## config.mk

```make
export PLATFORM = sky130hd
export DESIGN_NAME = isa_io_cycle_initiator
export DESIGN_NICKNAME = d
export VERILOG_FILES = /design/src/rtl/isa_io_cycle_initiator_pkg.sv /design/src/rtl/isa_io_cycle_initiator_phase_timer.sv /design/src/rtl/isa_io_cycle_initiator.sv
export SDC_FILE = /design/constraint.sdc
export NUM_CORES = 1
export LEC_CHECK = 0
export CORE_UTILIZATION = 23
export DETAILED_ROUTE_END_ITERATION = 6
export GPL_TIMING_DRIVEN = 0
export PLACE_DENSITY = 0.43
export SYNTH_ARGS = -nofsm -noshare
export SYNTH_HDL_FRONTEND = slang
export SYNTH_SLANG_ARGS = --single-unit
```

## constraint.sdc

```tcl
create_clock -name isa_clk -period 2.3 [get_ports isa_clk]
set_clock_uncertainty 0.2 [all_clocks]
set_input_delay 0.345 -clock isa_clk [delete_from_list [all_inputs] [get_ports isa_clk]]
set_output_delay 0.345 -clock isa_clk [all_outputs]
set_load 0.005 [all_outputs]
```

## src/rtl/isa_io_cycle_initiator_pkg.sv

```systemverilog
// Shared definitions for the ISA I/O cycle initiator: FSM state encoding,
// default bus timing, the accepted I/O address window and phase-timer helpers.
package isa_io_cycle_initiator_pkg;

    typedef enum logic [2:0] {
        ST_IDLE,
        ST_ALE,
        ST_SETUP,
        ST_STROBE,
        ST_WAIT,
        ST_HOLD,
        ST_RECOVER
    } isa_state_t;

    // Phase timer width; must hold WAIT_TIMEOUT-1
    localparam int CNT_W = 8;

    localparam logic [9:0] DEF_ADDR_BASE      = 10'h100;
    localparam logic [9:0] DEF_ADDR_LAST      = 10'h13E;
    localparam int         DEF_ALE_CYCLES     = 1;
    localparam int         DEF_SETUP_CYCLES   = 1;
    localparam int         DEF_STROBE_CYCLES  = 4;
    localparam int         DEF_HOLD_CYCLES    = 1;
    localparam int         DEF_RECOVERY_CYCLES = 2;
    localparam int         DEF_WAIT_TIMEOUT   = 64;

    // A phase lasting n cycles loads n-1 so that done rises in its last cycle;
    // anything shorter than one cycle is stretched to one.
    function automatic logic [CNT_W-1:0] phase_load(input int cycles);
        if (cycles <= 1)
            return '0;
        return CNT_W'(cycles - 1);
    endfunction

endpackage

```

## src/rtl/isa_io_cycle_initiator_phase_timer.sv

```systemverilog
// Loadable down-counter shared by every bus phase. done is high while the
// count is zero, i.e. in the last cycle of the phase that loaded it.
module isa_io_cycle_initiator_phase_timer
    import isa_io_cycle_initiator_pkg::*;
(
    input  logic             clk,
    input  logic             rst_n,
    input  logic             load,
    input  logic [CNT_W-1:0] load_val,
    output logic             done
);

    logic [CNT_W-1:0] cnt;

    // Reload on phase entry, otherwise count down and park at zero
    always_ff @(posedge clk or negedge rst_n) begin
        if (!rst_n)
            cnt <= '0;
        else if (load)
            cnt <= load_val;
        else if (cnt != '0)
            cnt <= cnt - CNT_W'(1);
    end

    assign done = (cnt == '0);

endmodule

```

## src/rtl/isa_io_cycle_initiator.sv

```systemverilog
// ISA host-side I/O cycle generator. Accepts one command at a time, runs a
// single 8-bit IOR/IOW cycle with ALE/setup/strobe/hold/recovery phasing,
// stretches the strobe while CHRDY is low (bounded by WAIT_TIMEOUT) and
// returns read data plus timeout/error status as a one-cycle response.
// The bidirectional data bus is resolved above this block via isa_data_oe.
module isa_io_cycle_initiator
    import isa_io_cycle_initiator_pkg::*;
#(
    parameter logic [9:0] ADDR_BASE       = DEF_ADDR_BASE,
    parameter logic [9:0] ADDR_LAST       = DEF_ADDR_LAST,
    parameter int         ALE_CYCLES      = DEF_ALE_CYCLES,
    parameter int         SETUP_CYCLES    = DEF_SETUP_CYCLES,
    parameter int         STROBE_CYCLES   = DEF_STROBE_CYCLES,
    parameter int         HOLD_CYCLES     = DEF_HOLD_CYCLES,
    parameter int         RECOVERY_CYCLES = DEF_RECOVERY_CYCLES,
    parameter int         WAIT_TIMEOUT    = DEF_WAIT_TIMEOUT
) (
    input  logic       isa_clk,
    input  logic       isa_reset,
    input  logic       cmd_valid,
    output logic       cmd_ready,
    input  logic       cmd_write,
    input  logic [9:0] cmd_addr,
    input  logic [7:0] cmd_wdata,
    output logic       rsp_valid,
    output logic [7:0] rsp_rdata,
    output logic       rsp_timeout,
    output logic       rsp_error,
    output logic [9:0] isa_addr,
    output logic       isa_ale,
    output logic       isa_aen,
    output logic       isa_ior,
    output logic       isa_iow,
    input  logic       isa_chrdy,
    output logic [7:0] isa_data_out,
    output logic       isa_data_oe,
    input  logic [7:0] isa_data_in
);

    isa_state_t       state;
    logic             accept;
    logic             addr_ok;
    logic             strobe_exit;
    logic             tmr_load;
    logic [CNT_W-1:0] tmr_val;
    logic             tmr_done;

    // Latched command and captured bus data (datapath, no reset needed)
    logic             wr_q;
    logic [7:0]       wdata_q;
    logic [7:0]       rdata_cap;

    // Per-command status flags, published at completion
    logic             err_q;
    logic             to_q;

    assign accept  = (state == ST_IDLE) && cmd_valid && cmd_ready;
    assign addr_ok = (cmd_addr >= ADDR_BASE) && (cmd_addr <= ADDR_LAST);

    // The strobe ends either on time with CHRDY high, or out of WAIT on
    // CHRDY returning high or the timeout running out.
    assign strobe_exit = ((state == ST_STROBE) && tmr_done && isa_chrdy) ||
                         ((state == ST_WAIT) && (isa_chrdy || tmr_done));

    // Only I/O cycles are generated, never DMA
    assign isa_aen = 1'b0;

    isa_io_cycle_initiator_phase_timer u_timer (
        .clk      (isa_clk),
        .rst_n    (isa_reset),
        .load     (tmr_load),
        .load_val (tmr_val),
        .done     (tmr_done)
    );

    // Load the phase timer on the edge that enters each new phase
    always_comb begin
        tmr_load = 1'b0;
        tmr_val  = '0;
        case (state)
            ST_IDLE: begin
                if (accept) begin
                    tmr_load = 1'b1;
                    tmr_val  = addr_ok ? phase_load(ALE_CYCLES) : phase_load(RECOVERY_CYCLES);
                end
            end
            ST_ALE: begin
                if (tmr_done) begin
                    tmr_load = 1'b1;
                    tmr_val  = phase_load(SETUP_CYCLES);
                end
            end
            ST_SETUP: begin
                if (tmr_done) begin
                    tmr_load = 1'b1;
                    tmr_val  = phase_load(STROBE_CYCLES);
                end
            end
            ST_STROBE: begin
                if (tmr_done) begin
                    tmr_load = 1'b1;
                    tmr_val  = isa_chrdy ? phase_load(HOLD_CYCLES) : phase_load(WAIT_TIMEOUT);
                end
            end
            ST_WAIT: begin
                if (strobe_exit) begin
                    tmr_load = 1'b1;
                    tmr_val  = phase_load(HOLD_CYCLES);
                end
            end
            ST_HOLD: begin
                if (tmr_done) begin
                    tmr_load = 1'b1;
                    tmr_val  = phase_load(RECOVERY_CYCLES);
                end
            end
            default: ;
        endcase
    end

    // Capture the command on accept and the read data on the strobe exit edge
    always_ff @(posedge isa_clk) begin
        if (accept) begin
            wr_q    <= cmd_write;
            wdata_q <= cmd_wdata;
        end
        if (strobe_exit)
            rdata_cap <= isa_data_in;
    end

    // Bus-cycle FSM with registered bus and response outputs
    always_ff @(posedge isa_clk or negedge isa_reset) begin
        if (!isa_reset) begin
            state        <= ST_IDLE;
            cmd_ready    <= 1'b0;
            rsp_valid    <= 1'b0;
            rsp_rdata    <= '0;
            rsp_timeout  <= 1'b0;
            rsp_error    <= 1'b0;
            isa_addr     <= '0;
            isa_ale      <= 1'b0;
            isa_ior      <= 1'b1;
            isa_iow      <= 1'b1;
            isa_data_out <= '0;
            isa_data_oe  <= 1'b0;
            err_q        <= 1'b0;
            to_q         <= 1'b0;
        end else begin
            rsp_valid <= 1'b0;
            case (state)
                ST_IDLE: begin
                    cmd_ready <= 1'b1;
                    if (accept) begin
                        cmd_ready <= 1'b0;
                        to_q      <= 1'b0;
                        if (addr_ok) begin
                            err_q    <= 1'b0;
                            isa_addr <= cmd_addr;
                            isa_ale  <= 1'b1;
                            state    <= ST_ALE;
                        end else begin
                            // Out-of-window: leave the bus alone, just respond
                            err_q <= 1'b1;
                            state <= ST_RECOVER;
                        end
                    end
                end
                ST_ALE: begin
                    if (tmr_done) begin
                        isa_ale <= 1'b0;
                        state   <= ST_SETUP;
                        if (wr_q) begin
                            isa_data_oe  <= 1'b1;
                            isa_data_out <= wdata_q;
                        end
                    end
                end
                ST_SETUP: begin
                    if (tmr_done) begin
                        if (wr_q)
                            isa_iow <= 1'b0;
                        else
                            isa_ior <= 1'b0;
                        state <= ST_STROBE;
                    end
                end
                ST_STROBE: begin
                    if (tmr_done) begin
                        if (isa_chrdy) begin
                            isa_ior <= 1'b1;
                            isa_iow <= 1'b1;
                            state   <= ST_HOLD;
                        end else begin
                            state <= ST_WAIT;
                        end
                    end
                end
                ST_WAIT: begin
                    if (strobe_exit) begin
                        isa_ior <= 1'b1;
                        isa_iow <= 1'b1;
                        to_q    <= !isa_chrdy;
                        state   <= ST_HOLD;
                    end
                end
                ST_HOLD: begin
                    if (tmr_done) begin
                        isa_data_oe <= 1'b0;
                        state       <= ST_RECOVER;
                    end
                end
                ST_RECOVER: begin
                    if (tmr_done) begin
                        rsp_valid   <= 1'b1;
                        rsp_error   <= err_q;
                        rsp_timeout <= to_q;
                        // Read data only changes when a read actually ran on the bus
                        if (!wr_q && !err_q)
                            rsp_rdata <= rdata_cap;
                        cmd_ready   <= 1'b1;
                        state       <= ST_IDLE;
                    end
                end
                default: state <= ST_IDLE;
            endcase
        end
    end

endmodule
```

==> reports/metrics.cfg <==
[synthesis]
synth-seq-cells=64
synth_top_area_share_pct=41.2
async_flop_share_pct=73.4
avgSynthCellArea_um2=13.3
syn_nets=239
yosysWarnings=0
ys_seq_area_share_pct=61.9
synth_top_flop_cell=dfrtp_1
synth_edf_count=17
synth_area_mm2=0.00273
yosys.area.top_type=dfrtp_1
synthTopCellsByArea=dfrtp_1 (41%), edfxtp_1 (19%), mux2_2 (9.1%)
synth.distinct_cells=52
synth_cells=206

[routing]
via_count=1865
wl_per_cell_um=14.0
drt-pass1-iter-count=7
wl_mm=6.07
route.detailed.drc=12
drt_iter0_drc=99
viasPerCell=4.32
ant_nets=0

[floorplanning]
die_area_mm2=0.0123
ios=66
core-area_mm2=0.0115
die_width_um=111
start_util_pct=23.7
std_cell_rows=39
die_h_um=111

[timing]
tns_ns=0
finalHoldViolCount=0
setup_violations=0
fin_crit_ns=2.19
maxSlewViolCount=0
fin_crit_sh_pct=95.1
worstMarginPinSlew_ns=0.616
max_freq_ghz=0.457
max_slew_margin_pct=58.9

[pwr]
ir_worst_vdd_mv=0.232
leakage_nw=1.62
p_per_area_mw_per_mm2=627
total_power_mw=2.43

[grt]
antenna_found_initial=0
grt_pass1_vias=2007
grt-ovfl-total=0
grt_max_degree=25
track_usage_pct=10.8
grt_pass1_wl_mm=10.2

[setup_path]
crit_arrival_ns=2.19
reg2reg_slack_ns=0.11
critPathSlowestCell=dfrtp_1
cp_cell_sequence=inv_1 -> ha_1 -> nor3b_4 -> and2_1 -> buf_6 -> nand4b_4 -> mux2_4
slowest_delay_ns=0.42
crit_fanout=8
critPathCaptureType=flip-flop
cp-start-kind=flip-flop
path_class=flip-flop to flip-flop
critical_path_required_ns=2.30

[finish]
fillerInstances=1181
nets=317
seqCellArea_mm2=0.00169
layout-drive-gt1-share_pct=20.4
area_delta_synth_final_pct=41.9
multi_input_area_mm2=0.00100
diodes=0

[clock_tree]
clock_latency_ns=0.32
cts.htree.levels=3
cts_num_sinks=64
path_clk_slew_ns=0.05
clockRootBuffer=clkbuf_16
numCtsBuffers=9
tritoncts=done
clock_path_buffers=2

[min_path]
worstHoldPathType=flip-flop to flip-flop

[outcome]
violations=DRC
status=finished with violations

[placed_design]
hpwl_mm=4.41
gp_congestion=0.734
placement.io_buffers=64

[run]
drv_cap=0

metal layers:
metal	global-route usage (%)	vias to the layer above	part of all wire, %
li1	-	898	-
met1	14.3	911	48
met2	15.8	50	46
met3	3.44	6	5.2
met4	4.93	0	1.4
met5	0	-	0
area by class of cell:
cell class	instances	area share, %
buffer	8	1.23
tap	143	4.62
timing repair buffer	67	17.4
sequential	64	43.6
clock buffer	12	6.10
multi-input combinational	127	25.9
inverter	7	0.678
clock inverter	4	0.549
layout by cell type, fill, tap and decap left out, types with 3 or more instances in the layout:
master and count:
a21oi_1 5, nand4_1 4, edfxtp_1 17, nand3_1 3, clkbuf_1 6, o211ai_1 3, buf_4 3, dfrtp_1 45
nor2b_1 5, mux2_2 22, xnor2_1 3, nand2_1 13, nand2b_1 3, a21o_1 3, inv_1 6, clkbuf_16 9
buf_2 3, clkdlybuf4s50_1 63, o21ai_0 7, nor2_1 16
cells by family (layout without fill, tap and decap cells):
group           after synthesis  count (layout)  share of synthesized area (%)
flops                        64              64                           61.9
simple gates                 63              63                           14.3
compound gates               30              30                           7.47
mux                          26              26                           10.9
buf+inv                      15              98                           2.70
xor+xnor                      4               4                           1.28
fa+ha+maj                     3               3                           1.28
other cells                   1               1                          0.137
state kept, by name (all words and copies together), names as in the netlist:
signal        count
isa_addr         10
isa_data_out      8
rdata_cap         8
rsp_rdata         8
u_timer.cnt       8
wdata_q           8
state             3
cmd_ready         1
err_q             1
isa_ale           1
isa_data_oe       1
isa_ior           1
isa_iow           1
rsp_error         1
rsp_timeout       1
rsp_valid         1
to_q              1
wr_q              1
worst paths after layout:
path | startpoint | end | cells after the start
min in group asynchronous | isa_reset | isa_data_out[1] | 2
min | rdata_cap[0] | rsp_rdata[0] | 1
min reg2reg | rdata_cap[0] | rsp_rdata[0] | 1
max | u_timer.cnt[1] | rsp_rdata[2] | 7
max in group asynchronous | isa_reset | to_q | 3
max reg2reg | u_timer.cnt[1] | rsp_rdata[2] | 7
where the power goes:
part	leakage, nW	internal (mW)	total (mW)	switching, mW
registers	0.762	1.17	1.17	0.000473
logic	0.736	0.0539	0.0880	0.0340
clock network	0.124	0.721	1.17	0.451
Yosys cell counts, types with 3 or more instances:
cell and number:
nor2_1 16, nand2b_1 3, nand2_1 13, a21o_1 3, mux2_2 22, nand4_1 4, inv_1 7, xnor2_1 3
o21ai_0 8, nand3_1 3, nor2b_1 5, o211ai_1 3, dfrtp_1 45, edfxtp_1 17, a21oi_1 5, clkbuf_1 3
metrics by stage:
step                      hold slack [ns]  instances  setup slack [ns]  area, um2  utilization [%]
after floorplan                    -0.151        206            0.0758       2730                -
after global placement              0.257        413            -0.886       3550             30.8
after detailed placement            0.191        414            -0.602       3560             31.0
after CTS                           0.278        431            0.0403       3850             33.4
after global routing                0.284        432           -0.0483       3870             33.6
final                               0.272        432             0.113       3870             33.6
worst max-delay path: cells and delay by family, from the launching register on:
family | cells | cell delay (ns)
DFF | 1 | 0.42
muxes | 1 | 0.35
adders and majority gates | 1 | 0.20
and+or+nand+nor | 3 | 0.66
buffers and inverters | 2 | 0.23
repair_timing:
action,CTS,global route
setup endpoints to repair,40,37
endpoints found under the hold margin,21,0
hold buffers,1,0
gates resized for setup,4,4
setup buffers,0,1
Note: power is estimated with default switching activity, not from simulation.
==> RTL change 1 (same flow settings) <==
Set the package constant `CNT_W` to 10 (it was 8).
--- a/src/rtl/isa_io_cycle_initiator_pkg.sv
+++ b/src/rtl/isa_io_cycle_initiator_pkg.sv
@@ -13,7 +13,7 @@
     } isa_state_t;
 
     // Phase timer width; must hold WAIT_TIMEOUT-1
-    localparam int CNT_W = 8;
+    localparam int CNT_W = 10;
 
     localparam logic [9:0] DEF_ADDR_BASE      = 10'h100;
     localparam logic [9:0] DEF_ADDR_LAST      = 10'h13E;
Behaviour: no difference found for any inputs over 10 cycles, from zero or initial values and one cycle with isa_reset low; that may be too few to reach the edited logic, so the function may still have changed.
==> RTL change 1 against the unedited design <==
Die area is 4.6% higher; count of clock-buffer cells in the layout decreased by 3; combinational power decreased by 5.3%; area after synthesis rose by 4.7%; power grew 13%; utilization rose by 2.3 points; routed wire length rose by 10%; synthesized cell count rose by 6.3%; final area up 12%; sequential cell count is 2 higher; setup slack worse by 0.036 ns; critical path type unchanged; largest cell class unchanged.
==> RTL change 1: results (changes against the unedited design) <==
synth:
  synth.top_cells.by_area: "dfrtp_1 (41%), edfxtp_1 (18%), mux2_2 (10%)"
  synth_fp_nets: 252  # +5.4%
  yosysSeqAreaShare_pct: 60.9  # -1.0 points
  synthArstFlopShare_pct: 74.2  # +0.80 points
  synth_warnings: 0  # unchanged
  synth_edf_count: 17  # unchanged
  yosys-top-cells-count: "dfrtp_1 (47), mux2_2 (26), edfxtp_1 (17)"
  syn-instance-count: 219  # +6.3%
cells_and_area:
  n_antenna_cell: 0  # unchanged
  drive_above_1_share_pct: 28.9  # +8.5 points
  multiInputGateArea_um2: 1130  # +13%
  fill_cells: 1198  # +1.4%
  fin_cells: 486  # +13%
  nNetsFinal: 346  # +9.1%
placement:
  port_buffers: 63  # -1.6%
  dp_slack_ns: -0.781  # -0.179 ns
  dpl.hpwl_um: 4550  # +3.4%
  placed_cells_incl_taps: 451  # +8.9%
  place_area_um2: 3720  # +4.4%
  gp_congestion: 0.727  # -0.93%
worst_setup_path:
  crit_fanout: 10  # +2
  cp.arrival_ns: 2.12  # -0.07 ns
  critPathTopFamily: "buffers and inverters"
  slowest_delay_ns: 0.36  # -0.06 ns
clocking:
  post_cts_buffers: 8  # +8
  htreeDepth: 3  # unchanged
  numCtsBuffers: 9  # unchanged
  cts-resized-gates: 19  # +15
route:
  wl_per_cell_um: 13.8  # -2.0%
  met3WireLength_um: 351  # +12%
  wl_met2_um: 3100  # +12%
  drt-met1-wl_um: 3150  # +8.8%
  drtIter0Drc: 129  # +30%
  via_count: 2080  # +12%
  dr.pass1.iters: 6  # -1
global_routing:
  use_met3_pct: 3.40  # -0.044 points
  track_usage_pct: 11.2  # +0.46 points
  grt_use_met2_pct: 17.0  # +1.2 points
  antenna_found_initial: 0  # unchanged
  met1_usage_pct: 14.6  # +0.28 points
  grt_pass1_wl_um: 11000  # +7.4%
  grt_max_degree: 34  # +36%
power_and_ir_drop:
  vdd_drop_max_uv: 227  # -1.9%
  leakagePower_nw: 1.79  # +10%
hold_path:
  hold_class: "reg -> reg"
sta:
  setup_tns_ns: 0  # unchanged
  tightestPinTransition_ns: 0.527  # -0.0891 ns
status:
  status: "finished clean"
==> RTL change 1: cell count changes in the layout (fill, tap and decap cells not counted), sizes merged, moves of 3 or more <==
| cell | delta |
|---|---|
| a21oi | +5 |
| a31oi | +3 |
| a21o | -3 |
| nor2b | +3 |
| nor2 | -3 |
| buf | +14 |
| nand2 | -4 |
==> RTL change 1: path summary, 6_finish.rpt <==
check,depth (start not counted),from,slack (ns),end
hold reg to reg,1,isa_addr[8],0.27,isa_addr[8]
setup / recovery,10,u_timer.cnt[0],0.08,rdata_cap[6]
min in group asynchronous,2,isa_reset,0.29,isa_addr[3]
setup reg to reg,10,u_timer.cnt[0],0.08,rdata_cap[6]
max in group asynchronous,3,isa_reset,0.99,isa_iow
hold / removal,1,isa_addr[8],0.27,isa_addr[8]
==> RTL change 1: cell families (layout without fill, tap and decap cells) <==
| group | Yosys count | in the layout | share of synthesized area, % |
|---|---|---|---|
| compound gates | 43 | 43 | 10.0 |
| xor+xnor | 6 | 6 | 1.84 |
| mux | 29 | 29 | 11.3 |
| fa+ha+maj | 3 | 3 | 1.23 |
| simple gates | 57 | 57 | 12.6 |
| other cells | 1 | 1 | 0.131 |
| buf+inv | 14 | 113 | 2.01 |
| flops | 66 | 66 | 60.9 |
==> RTL change 1: layout make-up <==
cell class | count | area share [%]
Clock inverter | 7 | 2.14
Multi-Input combinational cell | 139 | 26.1
Sequential cell | 66 | 40.2
Clock buffer | 9 | 5.20
Inverter | 4 | 0.347
Buffer | 10 | 1.79
Tap cell | 168 | 4.85
Timing Repair Buffer | 83 | 19.4
==> RTL change 1: power breakdown <==
group	internal, mW	switching, mW
Clock	0.948	0.512
Sequential	1.20	0
Combinational	0.0496	0.0337
==> RTL change 2 (same settings) <==
Made on the original files. Put one more register stage on the output `rsp_error`, with the module's reset. The value now appears one clock later. The other outputs are not delayed to match.
--- a/src/rtl/isa_io_cycle_initiator.sv
+++ b/src/rtl/isa_io_cycle_initiator.sv
@@ -37,6 +37,8 @@
     input  logic [7:0] isa_data_in
 );
 
+    logic rsp_error_s0;
+
     isa_state_t       state;
     logic             accept;
     logic             addr_ok;
@@ -136,7 +138,7 @@
             rsp_valid    <= 1'b0;
             rsp_rdata    <= '0;
             rsp_timeout  <= 1'b0;
-            rsp_error    <= 1'b0;
+            rsp_error_s0 <= 1'b0;
             isa_addr     <= '0;
             isa_ale      <= 1'b0;
             isa_ior      <= 1'b1;
@@ -212,7 +214,7 @@
                 ST_RECOVER: begin
                     if (tmr_done) begin
                         rsp_valid   <= 1'b1;
-                        rsp_error   <= err_q;
+                        rsp_error_s0 <= err_q;
                         rsp_timeout <= to_q;
                         // Read data only changes when a read actually ran on the bus
                         if (!wr_q && !err_q)
@@ -226,4 +228,12 @@
         end
     end
 
+    always_ff @(posedge isa_clk or negedge isa_reset) begin
+        if (!isa_reset) begin
+            rsp_error <= '0;
+        end else begin
+            rsp_error <= rsp_error_s0;
+        end
+    end
+
 endmodule
Check against the original RTL: not equivalent (a bounded check fails within 10 cycles, from zero or initial values and one cycle with isa_reset low).
==> RTL change 2 against the unedited design <==
The run still ends with DRC left; routed wire length is 6.7% higher; sequential cell count rose by 1; final area increased by 1.5%; power rose by 1.4%; non-clock buffer count is 3 higher; setup slack lost 0.023 ns; area after synthesis is 1.7% higher; die area is 1.7% higher; combinational power fell by 3.0%; largest cell class unchanged.
==> RTL change 2: results (changes against the unedited design) <==
status:
  status: "finished, violations left"
  violations: "DRC"
placement:
  dp_slack_ns: -0.428  # +0.174 ns
  place_area_um2: 3600  # +1.0%
  port_buffers: 63  # -1.6%
  gp_congestion: 0.820  # +12%
  placed_cells_incl_taps: 425  # +2.7%
  dpl.hpwl_um: 4500  # +2.0%
cells_and_area:
  drive_above_1_share_pct: 13.2  # -7.2 points
synth:
  yosysSeqAreaShare_pct: 61.7  # -0.13 points
  syn-instance-count: 218  # +5.8%
  synth_mux_area_share_pct: 10.1  # -0.81 points
  ys_types: 58  # +12%
  synth.top_cells.by_area: "dfrtp_1 (41%), edfxtp_1 (18%), mux2_1 (8.9%)"
  synth_adder_area_share_pct: 1.26  # -0.021 points
  yosys.area_share.xor_xnor_pct: 1.26  # -0.021 points
  yosys-top-cells-count: "dfrtp_1 (46), mux2_1 (22), edfxtp_1 (17), nand2_1 (17), nor2_1 (12)"
  synthArstFlopShare_pct: 73.8  # +0.41 points
  synth_compound_area_share_pct: 8.97  # +1.5 points
global_routing:
  grt_use_met2_pct: 15.9  # +0.13 points
  track_usage_pct: 11.3  # +0.54 points
  antenna_found_initial: 0  # unchanged
  use_met3_pct: 3.48  # +0.039 points
  grt_max_degree: 28  # +12%
clocking:
  cts-resized-gates: 7  # +3
route:
  wl_met2_um: 2850  # +2.7%
  drt-met1-wl_um: 3110  # +7.1%
  viasPerCell: 4.49  # +3.9%
  drtIter0Drc: 165  # +67%
  met3WireLength_um: 434  # +39%
  wl_um: 6470  # +6.7%
  wl_per_cell_um: 14.5  # +3.4%
  drc: 6  # -6
worst_setup_path:
  crit_fanout: 5  # -3
  cp.arrival_ns: 2.22  # +0.03 ns
power_and_ir_drop:
  powerDensity_nw_per_um2: 626  # -0.18%
  leakagePower_nw: 1.66  # +2.6%
  vdd_drop_max_uv: 318  # +37%
  clkPwrFrac_pct: 48.4  # +0.2 points
sta:
  maxSlewHeadroom_pct: 54.8  # -4.1 points
-- RTL change 2: changes by cell type in the layout (fill, tap and decap cells not counted), moves of 5 or more --
cell / change
mux2_1: +22
mux2_2: -20
a21oi_1: +5
nor3_1: +5
-- RTL change 2: final timing paths --
check / from / to / slack (ns) / depth (start not counted)
max: u_timer.cnt[0] / rsp_timeout / 0.09 / 7
min: rsp_error_s0 / rsp_error / 0.17 / 0
max reg2reg: u_timer.cnt[0] / rsp_timeout / 0.09 / 7
min reg2reg: rsp_error_s0 / rsp_error / 0.17 / 0
max in group asynchronous: isa_reset / isa_ior / 0.94 / 3
min in group asynchronous: isa_reset / rsp_rdata[7] / 0.34 / 2
-- RTL change 2: layout make-up --
class	instances	area (um^2)
clock buffer	12	236
tap	143	179
multi-input combinational	139	1020
timing repair buffer	69	686
sequential	65	1710
clock inverter	4	20.0
buffer	9	56.3
fill	1169	7680
inverter	5	23.8
